==> src/rtl/comparador_serial_id_if.sv <==
// comparador_serial_id_if: start/operand/result bundle for the serial MSB-first comparator.
interface comparador_serial_id_if #(
    parameter int K  = 4,
    parameter int PW = (K > 1) ? $clog2(K) : 1
);
    logic          start;
    logic [K-1:0]  A;
    logic [K-1:0]  B;
    logic          busy;
    logic          done;
    logic          mayor;
    logic          menor;
    logic          igual;
    logic [PW-1:0] pos;
    modport master (output start, A, B, input busy, done, mayor, menor, igual, pos);
    modport slave  (input start, A, B, output busy, done, mayor, menor, igual, pos);
endinterface

==> src/rtl/comparador_serial_id.sv <==
// comparador_serial_id: serial MSB-first magnitude comparator, one bit per clock.
// Define COMPARADOR_EARLY_EXIT_EN to end the scan on the first differing bit.
module comparador_serial_id #(
    parameter int K = 4
) (
    input  logic                  clk,
    input  logic                  reset_n,
    comparador_serial_id_if.slave bus
);
    localparam int PW = (K > 1) ? $clog2(K) : 1;
`ifdef COMPARADOR_EARLY_EXIT_EN
    localparam bit EARLY = 1'b1;
`else
    localparam bit EARLY = 1'b0;
`endif

    typedef enum logic {IDLE, SCAN} state_t;

    state_t        state_q, state_d;
    logic [K-1:0]  a_q, a_d, b_q, b_d, sh_a, sh_b;
    logic [PW-1:0] idx_q, idx_d, fpos_q, fpos_d, pos_q, pos_d;
    logic          found_q, found_d, fmay_q, fmay_d;
    logic          done_q, done_d, mayor_q, mayor_d, menor_q, menor_d, igual_q, igual_d;
    logic          diff, first, decide;

    always_ff @(posedge clk) begin
        if (!reset_n) begin
            state_q <= IDLE;
            a_q     <= '0;
            b_q     <= '0;
            idx_q   <= '0;
            found_q <= 1'b0;
            fmay_q  <= 1'b0;
            fpos_q  <= '0;
            done_q  <= 1'b0;
            mayor_q <= 1'b0;
            menor_q <= 1'b0;
            igual_q <= 1'b0;
            pos_q   <= '0;
        end else begin
            state_q <= state_d;
            a_q     <= a_d;
            b_q     <= b_d;
            idx_q   <= idx_d;
            found_q <= found_d;
            fmay_q  <= fmay_d;
            fpos_q  <= fpos_d;
            done_q  <= done_d;
            mayor_q <= mayor_d;
            menor_q <= menor_d;
            igual_q <= igual_d;
            pos_q   <= pos_d;
        end
    end

    always_comb begin
        sh_a    = a_q >> idx_q;
        sh_b    = b_q >> idx_q;
        diff    = sh_a[0] ^ sh_b[0];
        first   = !found_q && diff;
        decide  = (idx_q == '0) || (EARLY && first);
        state_d = state_q;
        a_d     = a_q;
        b_d     = b_q;
        idx_d   = idx_q;
        found_d = found_q;
        fmay_d  = fmay_q;
        fpos_d  = fpos_q;
        done_d  = 1'b0;
        mayor_d = mayor_q;
        menor_d = menor_q;
        igual_d = igual_q;
        pos_d   = pos_q;
        if (state_q == IDLE) begin
            if (bus.start) begin
                state_d = SCAN;
                a_d     = bus.A;
                b_d     = bus.B;
                idx_d   = PW'(K - 1);
                found_d = 1'b0;
            end
        end else if (decide) begin
            // A difference seen earlier wins over whatever the last bit says.
            state_d = IDLE;
            done_d  = 1'b1;
            mayor_d = found_q ? fmay_q  : (sh_a[0] & diff);
            menor_d = found_q ? !fmay_q : (sh_b[0] & diff);
            igual_d = !found_q && !diff;
            pos_d   = found_q ? fpos_q : (diff ? idx_q : '0);
        end else begin
            idx_d = idx_q - 1'b1;
            if (first) begin
                found_d = 1'b1;
                fmay_d  = sh_a[0];
                fpos_d  = idx_q;
            end
        end
    end

    assign bus.busy  = (state_q == SCAN);
    assign bus.done  = done_q;
    assign bus.mayor = mayor_q;
    assign bus.menor = menor_q;
    assign bus.igual = igual_q;
    assign bus.pos   = pos_q;
endmodule

==> src/flat_wrapper.sv <==
// flat-port wrapper written by rule: the top's interface ports become plain ports
module comparador_serial_id_flat 
#(
    parameter int K = 4
)
  (clk, reset_n, bus_start, bus_A, bus_B, bus_busy, bus_done, bus_mayor, bus_menor, bus_igual, bus_pos);
  comparador_serial_id_if #(.K(K)) bus_i ();
  input  logic clk;
  input  logic reset_n;
  input wire logic [$bits(bus_i.start)-1:0] bus_start;
  input wire logic [$bits(bus_i.A)-1:0] bus_A;
  input wire logic [$bits(bus_i.B)-1:0] bus_B;
  output wire logic [$bits(bus_i.busy)-1:0] bus_busy;
  output wire logic [$bits(bus_i.done)-1:0] bus_done;
  output wire logic [$bits(bus_i.mayor)-1:0] bus_mayor;
  output wire logic [$bits(bus_i.menor)-1:0] bus_menor;
  output wire logic [$bits(bus_i.igual)-1:0] bus_igual;
  output wire logic [$bits(bus_i.pos)-1:0] bus_pos;
  assign bus_i.start = bus_start;
  assign bus_i.A = bus_A;
  assign bus_i.B = bus_B;
  assign bus_busy = bus_i.busy;
  assign bus_done = bus_i.done;
  assign bus_mayor = bus_i.mayor;
  assign bus_menor = bus_i.menor;
  assign bus_igual = bus_i.igual;
  assign bus_pos = bus_i.pos;
  comparador_serial_id #(.K(K)) u_core (.clk(clk), .reset_n(reset_n), .bus(bus_i));
endmodule
==> config.mk <==
export PLATFORM = sky130hd
export DESIGN_NAME = comparador_serial_id_flat
export DESIGN_NICKNAME = d
export VERILOG_FILES = /design/src/rtl/comparador_serial_id_if.sv /design/src/rtl/comparador_serial_id.sv /design/src/flat_wrapper.sv
export SDC_FILE = /design/constraint.sdc
export NUM_CORES = 1
export LEC_CHECK = 0
export BUFFER_PORTS_ARGS = -buffer_cell sky130_fd_sc_hd__buf_4
export CAP_MARGIN = 20
export CORE_MARGIN = 2
export CORE_UTILIZATION = 40
export CTS_CLUSTER_SIZE = 40
export DETAILED_ROUTE_END_ITERATION = 8
export GPL_ROUTABILITY_DRIVEN = 0
export PLACE_DENSITY = 0.59
export SETUP_SLACK_MARGIN = 0.15
export SYNTH_ARGS = -nofsm -noshare
export SYNTH_HDL_FRONTEND = slang
export SYNTH_SLANG_ARGS = --single-unit
==> constraint.sdc <==
create_clock -name clk -period 2.85 [get_ports clk]
set_input_delay 0.1425 -clock clk [delete_from_list [all_inputs] [get_ports clk]]
set_output_delay 0.1425 -clock clk [all_outputs]
set_load 0.1 [all_outputs]
-- Word-level counts from Yosys, hierarchy flattened
Cells that the tools add are included.
- flip-flop bits (word level): 21
- latch bits: 0
- RAM bits: 0
- memory bits (read-only): 0
- input bits: 11
- output and inout port bits: 7
- logic and storage cells: 50
- memories kept: 0
- $add $sub $neg: 1
- multiply operators: 0
- divide/modulo/power cells: 0
- magnitude comparators: 0
- equal/unequal tests: 2
- shift-type cells: 2
- multiplexer cells: 15
- bitwise gates (word level): 5
- reductions and logical operators: 13
- operator list (kind ; count):
    1-bit 2-to-1 mux ; 10
    2-bit 2-to-1 mux ; 5
    2-bit AND reduction ; 4
    4-bit by 2-bit right shift with 1-bit output ; 2
    3-bit AND reduction ; 2
    2-bit inequality test, second input constant ; 2
    1-bit logical NOT ; 3
    1-bit bitwise AND ; 2
    1-bit logical AND ; 2
    2-bit logical NOT ; 1
    1-bit NOT ; 2
    2-bit nonzero test ; 1
    2-bit by 1-bit subtractor with 2-bit output, second input constant ; 1
    1-bit XOR ; 1

-- Depth between registers and ports, before layout
Gate-level depths: netlist (run 1).
- depth after elaboration: 6
- gate-level depth with buffers: 7
- depth with buffers taken out: 6

-- Worst setup path after synthesis (run 1)
Ideal clock, no wire load.
- path kind: register to register
- from: reg u_core.idx_q[0]
- to: reg u_core.fpos_q[0]
- setup time: 128 ps
- arrival: 1872 ps
- setup slack: 851 ps
- cell stages (with the launch flop): 8
- path buffers: 1
- period minus slack after synthesis: 1999 ps
- cell sequence: dfxtp_1 buf_6 mux4_2 inv_1 ha_1 nor4b_4 mux2i_1 nor2_1
- cells in the longest elaborated chain, start to end: 4
- ends and longest elaborated chain (item ; line ; source):
    start: declaration ; comparador_serial_id.sv:21 ; logic [PW-1:0] idx_q, idx_d, fpos_q, fpos_d, pos_q, pos_d;
    start signal: assignment ; comparador_serial_id.sv:44 ; idx_q <= idx_d;
    4-bit by 2-bit right shift with 1-bit output ; comparador_serial_id.sv:57 ; sh_a = a_q >> idx_q;
    named net u_core.sh_a[0] ; comparador_serial_id.sv:20 ; logic [K-1:0] a_q, a_d, b_q, b_d, sh_a, sh_b;
    1-bit XOR ; comparador_serial_id.sv:59 ; diff = sh_a[0] ^ sh_b[0];
    1-bit logical AND ; comparador_serial_id.sv:60 ; first = !found_q && diff;
    3-bit AND reduction (no source line) ; n/a ;
    end signal: assignment ; comparador_serial_id.sv:47 ; fpos_q <= fpos_d;
    end: declaration ; comparador_serial_id.sv:21 ;
The timed path passes the listed nets, and every way through them passes these cells.
A chain may end at the register's enable or synchronous reset.

-- Final worst setup path (run 1)
- from: reg u_core.idx_q[0]
- to: reg u_core.fpos_q[1]
Same word-level chain as after synthesis.

==> results.yml, run 1 <==
status:
  result_of_the_run: "complete, no violations"
setup_path:
  worstSetupStartpoint: "u_core.idx_q[0]"
  end_point_of_the_critical_path: "u_core.fpos_q[1]"
  setup.worst_path.class: "reg2reg"
  startpoint_of_the_most_critical_register_to_register_path: "u_core.idx_q[0]"
  cpPeakStageDelay_ps: 580
  r2r-end: "u_core.fpos_q[1]"
  setup.worst_path.end_class: "flip-flop"
  worst_case_register_to_register_setup_slack_ps: 630
  cp_cell_sequence: "mux4_2, inv_1, ha_1, nor4b_4, mux2i_1, nor2_1"
  rr_worst_depth: 6
  worst-endpoint-required_ps: 3040
  worst-endpoint-arrival_ps: 2410
  timing.critical_path.fanout_max: 7
  cp-start-kind: "flip-flop"
  critPathSlowestCell: "mux4_2"
cells_and_area:
  final_core_util_pct: 48.6
  layout_common_cells: "dfxtp_1 (21), buf_4 (17), nand2_1 (16)"
  antenna-diode-count: 0
  finalNetCount: 129
  drive_gt1_share_pct: 20.2
  synthToLayoutAreaGrowth_pct: 16.1
  mostFrequentLayoutCell: "dfxtp_1"
  finish.instance_area_um2: 1060
routing:
  antenna_violating_nets_post_route: 0
  detail_route.iter0.violations: 11
  totalWireLength_um: 1630
  vias: 689
  viasPerCell: 4.85
  drt_pre_antenna_iters: 3
  drc: 0
  dr.max_layer_used: "met4"
  wl_per_cell_um: 11.5
  route.met3.wl_um: 63
  detail_route.wirelength.met1_um: 790
  met2WireLength_um: 762
floorplan:
  die_x_um: 51.9
  start_util_pct: 41.9
  core-area_um2: 2190
  die_height_um: 51.9
  top_level_ports: 18
  placementRows: 17
  die_area_um2: 2690
synth:
  post_synth_instance_area_um2: 917
  postSynthAreaPerCell_um2: 9.26
  yosysUniqueCellTypes: 24
  synth_top_cell_area_share_pct: 45.8
  synth_top_cell_by_area: "dfxtp_1"
  synth_top_flop_cell: "dfxtp_1"
  synth_enable_flop_cells: 0
  postSynthNetCount: 113
  synthTopCellsByArea: "dfxtp_1 (46%), a21oi_1 (7.1%), nand2_1 (6.5%), mux4_2 (4.9%), mux2i_1 (4.4%)"
  ys_warn_count: 0
  synth.ff_latch_count: 21
  fraction_of_the_yosys_area_taken_by_sequential_cells_pct: 45.8
  asyncSetResetFlopFracSynth_pct: 0
  synthCells: 99
sta:
  setup_violations: 0
  fin_worst_skew_ps: 1.46
  clock.fmax_mhz: 451
  timing.hold.ws_ps: 76.5
  rsz0062_at_grt: "false"
  final.setup.tns_ps: 0
  finalHoldViolCount: 0
  timing.final.ws_setup_ps: 632
  worst_slew_pin_slew_ps: 592
  timing.final.max_slew_violations: 0
  timing.slew.headroom_pct: 60.5
  finalCritPeriodShare_pct: 77.8
  timing.final.crit_period_ps: 2220
grt:
  grt_pass1_vias: 673
  largest_net_degree_at_the_start_of_global_routing: 20
  initial_antenna_violation_count: 0
  globalRouteOverflowTotal: 0
  gr-usage-all-layers_pct: 14.8
  first_pass_grt_wire_length_um: 2930
cts:
  htreeDepth: 1
  cts_hold_buf: 0
  clk_pin_slew_ps: 110
  cts_num_sinks: 21
  insertion_delay_of_the_later_clocked_pin_in_the_worst_skew_pair_ps: 300
  numCtsBuffers: 3
  cts-resized-gates: 0
  cts_setup_buffers: 0
  tritoncts_clock_tree: "yes"
  max-clock-path-buffers: 2
  cts_root_buf: "clkbuf_4"
placement:
  place_hpwl_um: 1180
  post_place_worst_slack_ps: 623
  buffer_ports.inserted: 17
  placedInstanceArea_um2: 1040
pwr:
  irDropWorstVdd_mv: 0.319
  p_leak_nw: 0.412
  power_per_unit_of_standard_cell_area_nw_per_um2: 592
job:
  drv_cap: 0
worst_hold_path:
  worstHoldPathType: "in2reg"
-- cell type report --
cell class	instances	area [um^2]
repair buffers	17	128
clock buffers	4	26.3
inverters	6	22.5
flip-flops and latches	21	420
fillers	227	1130
well taps	28	35.0
multi-input cells	66	433
-- metal layers --
layer  track usage [%]  vias to the layer above
met2              23.2                       13
li1                  -                      365
met4              7.89                        0
met1              19.2                      309
met3              2.59                        2
met5                 0                        -
-- state kept, by name, indices dropped and copies added, names as in the netlist, 2 cells and up --
name	cells
u_core.b_q	4
u_core.bus.pos	2
u_core.idx_q	2
u_core.fpos_q	2
u_core.a_q	4
-- Yosys cell counts, types with 2 or more instances --
cell,n
a211oi_1,4
a21oi_1,13
buf_2,3
buf_6,2
dfxtp_1,21
ha_1,3
inv_1,5
mux2i_1,4
mux4_2,2
nand2_1,16
nand2b_1,2
nor2_1,9
nor2b_1,2
nor3b_1,2
o31ai_1,2
-- stage by stage --
step / total power, mW / instances
4_1_cts: 0.643 / 142
2_1_floorplan: 0.465 / 99
5_1_grt: 0.673 / 142
3_3_place_gp: 0.496 / 138
6_report: 0.630 / 142
3_5_place_dp: 0.498 / 138
-- worst min-delay path by stage --
stage | from | endpoint | slack (ps) | cells after the start
6_report | bus_B[0] | u_core.b_q[0] | 80 | 3
5_1_grt | bus_A[0] | u_core.a_q[0] | 70 | 3
4_1_cts | bus_B[3] | u_core.b_q[3] | 60 | 3
3_5_place_dp | bus_B[3] | u_core.b_q[3] | 400 | 3
3_3_place_gp | bus_A[1] | u_core.a_q[1] | 390 | 3
2_1_floorplan | reset_n | u_core.idx_q[0] | 270 | 2
-- worst max-delay path, delay by kind of cell, from the launching register on --
kind,cells,cell delay (ps)
mux,2,810
flops,1,500
simple gates,2,430
fa+ha+maj,1,290
buf+inv,1,80
-- kinds of logic (layout without fill, tap and decap cells) --
kind of cell	after synthesis	after routing	synth area share, %
AO/OA/AOI/OAI	20	20	13.0
multiplexers	6	6	9.28
adder cells (fa/ha/maj)	3	3	4.09
flip-flops	21	21	45.8
XOR/XNOR	1	1	0.955
buffers and inverters	12	27	6.96
AND/OR/NAND/NOR	36	36	19.9
-- where the power goes --
part           total (mW)  switching, mW  internal [mW]
clock               0.141         0.0866         0.0545
combinational       0.158          0.105         0.0534
sequential          0.331         0.0177          0.313
total               0.630          0.209          0.421
No activity file was read; power rests on OpenSTA's default activity.
==> run 2: changes to the inputs <==
Clock period 2.85 ns to 2.05 ns, I/O delays scaled along.
==> run 2 against run 1 <==
Compared with the run above: cell count is 3.5% higher; via count grew 0.29%; first-iteration DRC count down 36%; count of clock-buffer cells in the layout stayed put; die area unchanged; highest routed layer unchanged; worst setup slack got worse by 530 ps; global-route usage fell by 0.86 points.
==> results.yml, run 2 (same netlist as run 1, synthesis figures left out) <==
setup_path:
  cp-start-kind: "flip-flop"
  timing.critical_path.fanout_max: 3
  setup.worst_path.class: "reg2reg"
  cpPeakStageDelay_ps: 520
  critPathSlowestCell: "mux4_2"
  cp_cell_sequence: "mux4_2, inv_2, ha_4, nor4b_4, mux2i_1, nor2_1"
  worstSetupStartpoint: "u_core.idx_q[0]"
  setup.worst_path.end_class: "flip-flop"
  startpoint_of_the_most_critical_register_to_register_path: "u_core.idx_q[0]"
  critical_path.top_delay_family: "multiplexers"
  path_buf_inv: 1
  worst-endpoint-required_ps: 2230
  worst-endpoint-arrival_ps: 2130
grt:
  gr-usage-all-layers_pct: 13.9
  largest_net_degree_at_the_start_of_global_routing: 20
  initial_antenna_violation_count: 0
  grt_pass1_vias: 655
  globalRouteOverflowTotal: 0
  first_pass_grt_wire_length_um: 2800
pwr:
  p_leak_nw: 0.438
  power_per_unit_of_standard_cell_area_nw_per_um2: 796
  irDropWorstVdd_mv: 0.382
worst_hold_path:
  worstHoldPathType: "in2reg"
  hold_path_startpoint: "bus_A[2]"
floorplan:
  die_area_um2: 2690
  start_util_pct: 41.9
  core-area_um2: 2190
  placementRows: 17
  die_x_um: 51.9
  top_level_ports: 18
  die_height_um: 51.9
sta:
  setup_violations: 0
  timing.final.crit_period_ps: 1950
  worst_slew_pin_slew_ps: 496
  finalCritPeriodShare_pct: 94.9
  timing.final.ws_setup_ps: 104
  finalHoldViolCount: 0
  timing.slew.headroom_pct: 66.7
  rsz0062_at_grt: "true"
  fin_worst_skew_ps: 7.65
  timing.final.max_slew_violations: 0
  clock.fmax_mhz: 514
job:
  drv_cap: 0
routing:
  totalWireLength_um: 1600
  viasPerCell: 4.70
  drt_pre_antenna_iters: 3
  wl_per_cell_um: 10.9
  drc: 0
  antenna_violating_nets_post_route: 0
  detail_route.iter0.violations: 7
  vias: 691
cells_and_area:
  drive_gt1_share_pct: 27.7
  final_core_util_pct: 51.5
  multi_input_comb_area_um2: 454
  fill_cells: 205
  antenna-diode-count: 0
  layout.area.seq_um2: 424
  finalNetCount: 134
  layout_common_cells: "buf_4 (22), dfxtp_1 (20), nand2_1 (16)"
  mostFrequentLayoutCell: "buf_4"
  reg_top3: "u_core.a_q x4, u_core.b_q x4"
  synthToLayoutAreaGrowth_pct: 22.9
cts:
  max-clock-path-buffers: 2
  clk_pin_slew_ps: 110
  cts_root_buf: "clkbuf_4"
  tritoncts_clock_tree: "yes"
  htreeDepth: 1
  numCtsBuffers: 3
  cts_num_sinks: 21
  insertion_delay_of_the_later_clocked_pin_in_the_worst_skew_pair_ps: 290
placement:
  post_place_worst_slack_ps: 75.4
  place_hpwl_um: 1160
  buffer_ports.inserted: 17
status:
  result_of_the_run: "complete, no violations"
## run 2: cell types whose count changed in the layout (fill, tap and decap cells not counted), sizes merged
cell	previous run	this run
buf	17	22
## run 2: area by class of cell
type                    count  share of cell area [%]
well taps                  28                    3.11
repair buffers             22                    14.7
multi-input cells          66                    40.3
inverters                   6                    2.00
flip-flops and latches     21                    37.6
clock buffers               4                    2.33
## run 2: routing by layer
metal | part of all wire [%] | routed length (um) | vias to the layer above | track usage, %
met1 | 51 | 821 | 298 | 18.7
met5 | 0 | 0 | - | 0
li1 | - | - | 378 | -
met3 | 3.4 | 55 | 2 | 2.59
met4 | 1.0 | 16 | 0 | 6.58
met2 | 44 | 709 | 13 | 21.5
## run 2: through the flow
step                std cells  hold WS [ps]  TNS, ps  total power, mW  area (um^2)
finish                    147          40.3        0            0.898         1130
global placement          141           349        0            0.705         1070
floorplan                  99           224        0            0.654          931
detailed placement        141           356        0            0.707         1070
global route              147          22.8    -47.9            0.952         1130
CTS                       147          31.6        0            0.906         1120
## run 2: power breakdown
part | internal [mW] | switching (mW)
sequential | 0.436 | 0.0212
clock | 0.0756 | 0.116
combinational | 0.0937 | 0.156
total | 0.605 | 0.293
## run 2: timing repair
| action | in CTS | in global routing |
|---|---|---|
| setup buffers | 2 | 0 |
| hold buffers | 0 | 0 |
| pin swaps | 3 | 3 |
| setup endpoints to repair | 4 | 6 |
| resized for setup | 1 | 2 |
## run 2: path summary, 6_finish.rpt
kind,end,slack (ps),cells past startpoint
min,u_core.a_q[2],40,3
max,u_core.fpos_q[1],100,6
max reg2reg,u_core.fpos_q[1],100,6
min reg2reg,u_core.b_q[2],460,2
## run 2: tightest hold or removal path, delay by kind of cell
family / cells / cell delay [ps]
buf+inv: 1 / 110
simple gates: 1 / 50
compound gates: 1 / 50
